===== src/rtl/vend_pkg.sv =====
// Shared vending-machine definitions: coin encodings, amount width and dispenser states.
// Coin codes equal their face values, so a code converts to an amount directly.
package vend_pkg;

    localparam int AMT_W = 4;

    localparam logic [2:0] COIN_1 = 3'd1;
    localparam logic [2:0] COIN_2 = 3'd2;
    localparam logic [2:0] COIN_5 = 3'd5;

    typedef enum logic [1:0] {
        IDLE   = 2'd0,
        SELECT = 2'd1,
        EJECT  = 2'd2,
        DONE   = 2'd3
    } disp_state_t;

    function automatic logic [AMT_W-1:0] coin_value(input logic [2:0] coin);
        return {1'b0, coin};
    endfunction

endpackage


===== src/rtl/change_dispenser_if.sv =====
// Request, coin-eject and status signals between the vending controller and the change dispenser.
interface change_dispenser_if;
    import vend_pkg::*;

    logic             req_valid;
    logic [AMT_W-1:0] req_amount;
    logic             req_ready;
    logic             coin_valid;
    logic [2:0]       coin_type;
    logic             coin_ack;
    logic             refill;
    logic             done;
    logic [AMT_W-1:0] shortfall;
    logic [2:0]       empty;

    modport master (
        output req_valid, req_amount, coin_ack, refill,
        input  req_ready, coin_valid, coin_type, done, shortfall, empty
    );

    modport slave (
        input  req_valid, req_amount, coin_ack, refill,
        output req_ready, coin_valid, coin_type, done, shortfall, empty
    );

endinterface


===== src/rtl/coin_bank.sv =====
// Inventory counter for one coin denomination; a load (refill) wins over a dispense.
module coin_bank #(
    parameter int CNT_W      = 4,
    parameter int INIT_COUNT = 8
) (
    input  logic             clk,
    input  logic             rst,
    input  logic             load,
    input  logic             dec,
    output logic [CNT_W-1:0] count,
    output logic             empty
);

    always_ff @(posedge clk or negedge rst) begin
        if (!rst) begin
            count <= CNT_W'(INIT_COUNT);
        end else if (load) begin
            count <= CNT_W'(INIT_COUNT);
        end else if (dec && (count != '0)) begin
            count <= count - CNT_W'(1);
        end
    end

    assign empty = (count == '0);

endmodule


===== src/rtl/change_dispenser.sv =====
// Pays a requested balance out as coins, largest first, one coin per ejector handshake,
// and reports whatever could not be paid from the remaining inventory.
//
//   state  | meaning
//   IDLE   | waiting for a request; refill allowed
//   SELECT | pick the largest affordable coin in stock, or finish
//   EJECT  | coin_valid held until the ejector acks
//   DONE   | one-cycle done pulse with shortfall
module change_dispenser
    import vend_pkg::*;
#(
    parameter int CNT_W      = 4,
    parameter int INIT_COUNT = 8
) (
    input  logic               clk,
    input  logic               rst,
    change_dispenser_if.slave  bus
);

    disp_state_t      state;
    logic [AMT_W-1:0] remaining;
    logic [2:0]       pick;
    logic             req_ready;
    logic             coin_valid;
    logic [2:0]       coin_type;
    logic             done;
    logic [AMT_W-1:0] shortfall;
    logic             load;
    logic             ack_fire;
    logic             dec1, dec2, dec5;
    logic             empty1, empty2, empty5;
    logic [CNT_W-1:0] cnt1, cnt2, cnt5;

    assign load     = (state == IDLE) && bus.refill;
    assign ack_fire = (state == EJECT) && coin_valid && bus.coin_ack;
    assign dec1     = ack_fire && (coin_type == COIN_1);
    assign dec2     = ack_fire && (coin_type == COIN_2);
    assign dec5     = ack_fire && (coin_type == COIN_5);

    coin_bank #(.CNT_W(CNT_W), .INIT_COUNT(INIT_COUNT)) u_bank1 (
        .clk(clk), .rst(rst), .load(load), .dec(dec1), .count(cnt1), .empty(empty1)
    );
    coin_bank #(.CNT_W(CNT_W), .INIT_COUNT(INIT_COUNT)) u_bank2 (
        .clk(clk), .rst(rst), .load(load), .dec(dec2), .count(cnt2), .empty(empty2)
    );
    coin_bank #(.CNT_W(CNT_W), .INIT_COUNT(INIT_COUNT)) u_bank5 (
        .clk(clk), .rst(rst), .load(load), .dec(dec5), .count(cnt5), .empty(empty5)
    );

    // Greedy choice with fallback; a coin is only picked when it fits, so remaining never wraps.
    always_comb begin
        pick = 3'd0;
        if ((remaining >= coin_value(COIN_5)) && (cnt5 != '0)) begin
            pick = COIN_5;
        end else if ((remaining >= coin_value(COIN_2)) && (cnt2 != '0)) begin
            pick = COIN_2;
        end else if ((remaining >= coin_value(COIN_1)) && (cnt1 != '0)) begin
            pick = COIN_1;
        end
    end

    always_ff @(posedge clk or negedge rst) begin
        if (!rst) begin
            state      <= IDLE;
            remaining  <= '0;
            req_ready  <= 1'b1;
            coin_valid <= 1'b0;
            coin_type  <= 3'd0;
            done       <= 1'b0;
            shortfall  <= '0;
        end else begin
            done <= 1'b0;
            case (state)
                IDLE: begin
                    if (bus.req_valid) begin
                        remaining <= bus.req_amount;
                        req_ready <= 1'b0;
                        state     <= SELECT;
                    end
                end
                SELECT: begin
                    if (pick != 3'd0) begin
                        coin_type  <= pick;
                        coin_valid <= 1'b1;
                        state      <= EJECT;
                    end else begin
                        done      <= 1'b1;
                        shortfall <= remaining;
                        state     <= DONE;
                    end
                end
                EJECT: begin
                    if (ack_fire) begin
                        remaining  <= remaining - coin_value(coin_type);
                        coin_valid <= 1'b0;
                        coin_type  <= 3'd0;
                        state      <= SELECT;
                    end
                end
                DONE: begin
                    req_ready <= 1'b1;
                    state     <= IDLE;
                end
                default: state <= IDLE;
            endcase
        end
    end

    assign bus.req_ready  = req_ready;
    assign bus.coin_valid = coin_valid;
    assign bus.coin_type  = coin_type;
    assign bus.done       = done;
    assign bus.shortfall  = shortfall;
    assign bus.empty      = {empty5, empty2, empty1};

endmodule


===== src/flat_wrapper.sv =====
// flat-port wrapper written by rule: the top's interface ports become plain ports
module change_dispenser_flat import vend_pkg::*;
#(
    parameter int CNT_W      = 4,
    parameter int INIT_COUNT = 8
)
  (clk, rst, bus_req_valid, bus_req_amount, bus_coin_ack, bus_refill, bus_req_ready, bus_coin_valid, bus_coin_type, bus_done, bus_shortfall, bus_empty);
  change_dispenser_if bus_i ();
  input  logic clk;
  input  logic rst;
  input wire logic [$bits(bus_i.req_valid)-1:0] bus_req_valid;
  input wire logic [$bits(bus_i.req_amount)-1:0] bus_req_amount;
  input wire logic [$bits(bus_i.coin_ack)-1:0] bus_coin_ack;
  input wire logic [$bits(bus_i.refill)-1:0] bus_refill;
  output wire logic [$bits(bus_i.req_ready)-1:0] bus_req_ready;
  output wire logic [$bits(bus_i.coin_valid)-1:0] bus_coin_valid;
  output wire logic [$bits(bus_i.coin_type)-1:0] bus_coin_type;
  output wire logic [$bits(bus_i.done)-1:0] bus_done;
  output wire logic [$bits(bus_i.shortfall)-1:0] bus_shortfall;
  output wire logic [$bits(bus_i.empty)-1:0] bus_empty;
  assign bus_i.req_valid = bus_req_valid;
  assign bus_i.req_amount = bus_req_amount;
  assign bus_i.coin_ack = bus_coin_ack;
  assign bus_i.refill = bus_refill;
  assign bus_req_ready = bus_i.req_ready;
  assign bus_coin_valid = bus_i.coin_valid;
  assign bus_coin_type = bus_i.coin_type;
  assign bus_done = bus_i.done;
  assign bus_shortfall = bus_i.shortfall;
  assign bus_empty = bus_i.empty;
  change_dispenser #(.CNT_W(CNT_W), .INIT_COUNT(INIT_COUNT)) u_core (.clk(clk), .rst(rst), .bus(bus_i));
endmodule

===== config.mk =====
export PLATFORM = sky130hd
export DESIGN_NAME = change_dispenser_flat
export DESIGN_NICKNAME = d
export VERILOG_FILES = /design/src/rtl/vend_pkg.sv /design/src/rtl/change_dispenser_if.sv /design/src/rtl/coin_bank.sv /design/src/rtl/change_dispenser.sv /design/src/flat_wrapper.sv
export SDC_FILE = /design/constraint.sdc
export NUM_CORES = 1
export LEC_CHECK = 0
export CAP_MARGIN = 5
export CORE_MARGIN = 3
export CORE_UTILIZATION = 45
export DETAILED_ROUTE_END_ITERATION = 6
export MAX_ROUTING_LAYER = met4
export PLACE_DENSITY = 0.67
export SETUP_SLACK_MARGIN = 0.3
export SKIP_LAST_GASP = 1
export SYNTH_ARGS = -nofsm -noshare
export SYNTH_HDL_FRONTEND = slang
export SYNTH_HIERARCHICAL = 1
export SYNTH_SLANG_ARGS = --single-unit

===== constraint.sdc =====
create_clock -name clk -period 2.3 [get_ports clk]
set_input_delay 0.69 -clock clk [delete_from_list [all_inputs] [get_ports clk]]
set_output_delay 0.69 -clock clk [all_outputs]
set_load 0.02 [all_outputs]

==> metrics <==
outcome=completed; Max VDD drop=600 uV; CP Launch Type=flip-flop; IO Count=22; CTS Sinks=28; max-slew violation count=0; residual DRC count=0; Pwr Density=1210 nW/um^2; clk slew on worst S/H paths=roughly 0.10 ns; CP arrival=2.18 ns; P_leak=between 1 and 1.5 nW; antenna cells=0; synth top area cells=dfrtp_1 36%, ha_1 6.8%, dfstp_2 6.3%; Max Root-Sink Buffers=2; Endpoint, Worst Hold=u_core/bus.req_ready$_DFFE_PN1P_; Core ar.=3440 um^2; floorplan row count=21; Setup TNS=0 ns; vias in the first global route=between 1000 and 1500; via density per instance=around 5.3; NumNets Final=227; CTS tree=built; WHS Path Cells=2; Seq/Total Area, Yosys=between 40% and 50%; synthesized net count=between 150 and 200; Post-synth EDFFs=0; Peak Freq=about 500 MHz; CTS Buf Count=3; final core occ=66.8%; Placer Congestion=0.862; largest net degree at the start of global routing=29; Non-Filler Instances=253; Worst R2R Path Depth=6; Synth cell types=40; chip height=66.8 um; hold_ws=0.498 ns; Tot Pwr=2.79 mW; Synth Instances=163; Mapped Avg Cell Area=10.2 um^2; Root Driver=clkbuf_8; Die ar.=4460 um^2; Area Growth Syn to Fin=38.2%; share of layout cells above drive strength 1=40.6%; gr usage total=18.4%; Max-slew headroom=76.1%; cell accounting for the most synthesized area=dfrtp_1; dpl ws=-0.286 ns; placed cell areas=around 2000 um^2; Worst Tran Pin Value=between 0.3 and 0.4 ns; CP required=2.48 ns; starting density of the core=48.3%; dpl hpwl=2490 um; routed len/inst=15.2 um; post-route antenna net violation count=0; GRT overflow=0; DR vias=1347; first-pass GRT wire length=a little over 6000 um; FF-to-FF End=u_core/bus.shortfall[0]$_DFFE_PN0P_; critical hold path startpoint=u_core/bus.req_ready$_DFFE_PN1P_; Synth Flop Type=dfrtp_1; Max-Cap Viols=0; R2R Setup Slk=0.30 ns; worst setup margin=~0.3 ns; crit path kind=reg2reg; most frequent cells in the layout=23 x buf_4, 21 x dfrtp_1, 19 x nor2_1; port buffer count=21; die width=66.8 um; Synth async-reset ratio=100%; final instance area=about 2300 um^2; initial DRC count=between 60 and 70; nature of the critical path endpoint=flip-flop; Seq cells post-synth=28; Final period util=86.9%; CTS HTree Levels=1; worst-skew pair later-pin latency=around 0.28 ns; Syn. warnings=6; Syn Std Cell Area=1660 um^2; post-synth top area share=36.1%; critical-path maximum fanout=6; worst hold path class=reg2reg; most common cell after layout, fill and taps aside=buf_4; initial antenna violation count=0; DP Cell Count=about 240; hold buffers post-CTS=0; Reg2Reg Launch Point=u_core/u_bank5/count[0]$_DFFE_PN0P_; final hold violation count=0; crit path time final=around 2 ns; RSZ-0062 raised after global routing=true; overall routed net length=3840 um; clock skew=0.0111 ns; final setup fails=0; DRT Pass-1 Iters=4; Fill cells=around 270
-- flip-flops by register name (all words and copies together) (netlist names) --
name	cells
u_core/bus.coin_valid	1
u_core/bus.shortfall	4
u_core/bus.req_ready	1
u_core/bus.coin_type	3
u_core/u_bank1/count	4
u_core/u_bank2/count	4
u_core/bus.done	1
u_core/u_bank5/count	4
u_core/state	2
u_core/remaining	4
-- critical path: stages, from the launching register on --
cell,delay [ns]
dfrtp_1,0.41
buf_6,0.13
or4_4,0.49
o21ai_4,0.09
nor3b_4,0.24
o21ba_4,0.23
mux2_4,0.31
-- final cells by class --
type | count | area [um^2] | share of cell area (%)
Clock buffer | 3 | 41.3 | 1.80
Inverter | 10 | 37.5 | 1.63
Sequential cell | 28 | 709 | 30.9
Timing Repair Buffer | 45 | 390 | 17.0
Clock inverter | 1 | 30.0 | 1.31
Tap cell | 46 | 57.6 | 2.50
Multi-Input combinational cell | 120 | 1030 | 44.9
-- cells in the mapped netlist, drive strengths merged, types with 2 or more instances --
library cell and count:
inv 10, a21o 2, a21oi 7, a211o 3, nor3b 5, or4 3, buf 4, or3 4
nand2b 4, ha 9, nand2 13, nor3 5, dfrtp 24, mux2 10, o21ai 10, nor4b 2
dfstp 4, o21a 3, or4b 3, nor2b 4, nor2 19, nand3 4
-- power breakdown --
part / switching [mW] / total, mW / internal (mW)
sequential: 0.252 / 0.937 / 0.686
combinational: 0.701 / 1.46 / 0.755
clock: 0.161 / 0.394 / 0.233
-- metal layers --
metal / track usage [%] / wire (um) / share of wire, %
met1: 20.2 / 1640 / 43
met2: 33.2 / 2030 / 53
met3: 3.37 / 142 / 3.7
met4: 6.09 / 28 / 0.73
met5: - / 0 / 0
-- worst max-delay path by stage --
stage / slack (ns) / from / end / depth (start not counted)
floorplan: 0.27 / bus_coin_ack / u_core/u_bank1/count[3]$_DFFE_PN1P_ / 5
global placement: -0.24 / bus_coin_ack / u_core/u_bank1/count[3]$_DFFE_PN1P_ / 6
detailed placement: -0.29 / bus_coin_ack / u_core/u_bank1/count[3]$_DFFE_PN1P_ / 6
CTS: 0.21 / u_core/u_bank2/count[1]$_DFFE_PN0P_ / bus_empty[1] / 4
global route: 0.25 / u_core/u_bank1/count[0]$_DFFE_PN0P_ / u_core/bus.shortfall[2]$_DFFE_PN0P_ / 5
finish: 0.30 / u_core/u_bank5/count[0]$_DFFE_PN0P_ / u_core/bus.shortfall[0]$_DFFE_PN0P_ / 6
-- kinds of logic after synthesis --
group | after synthesis | synth area share (%)
AND/OR/NAND/NOR | 69 | 24.8
adder cells (fa/ha/maj) | 10 | 7.98
buffers and inverters | 15 | 4.51
flip-flops | 28 | 42.4
multiplexers | 11 | 8.28
XOR/XNOR | 1 | 0.527
AO/OA/AOI/OAI | 29 | 11.4
-- what timing repair did --
item | in CTS | in global routing
setup endpoints to repair | 25 | 15
buffers inserted | 6 | 8
cloned | 0 | 0
pin swaps | 4 | 4
gates resized for setup | 33 | 22
Power figures use the tool's default switching activity.
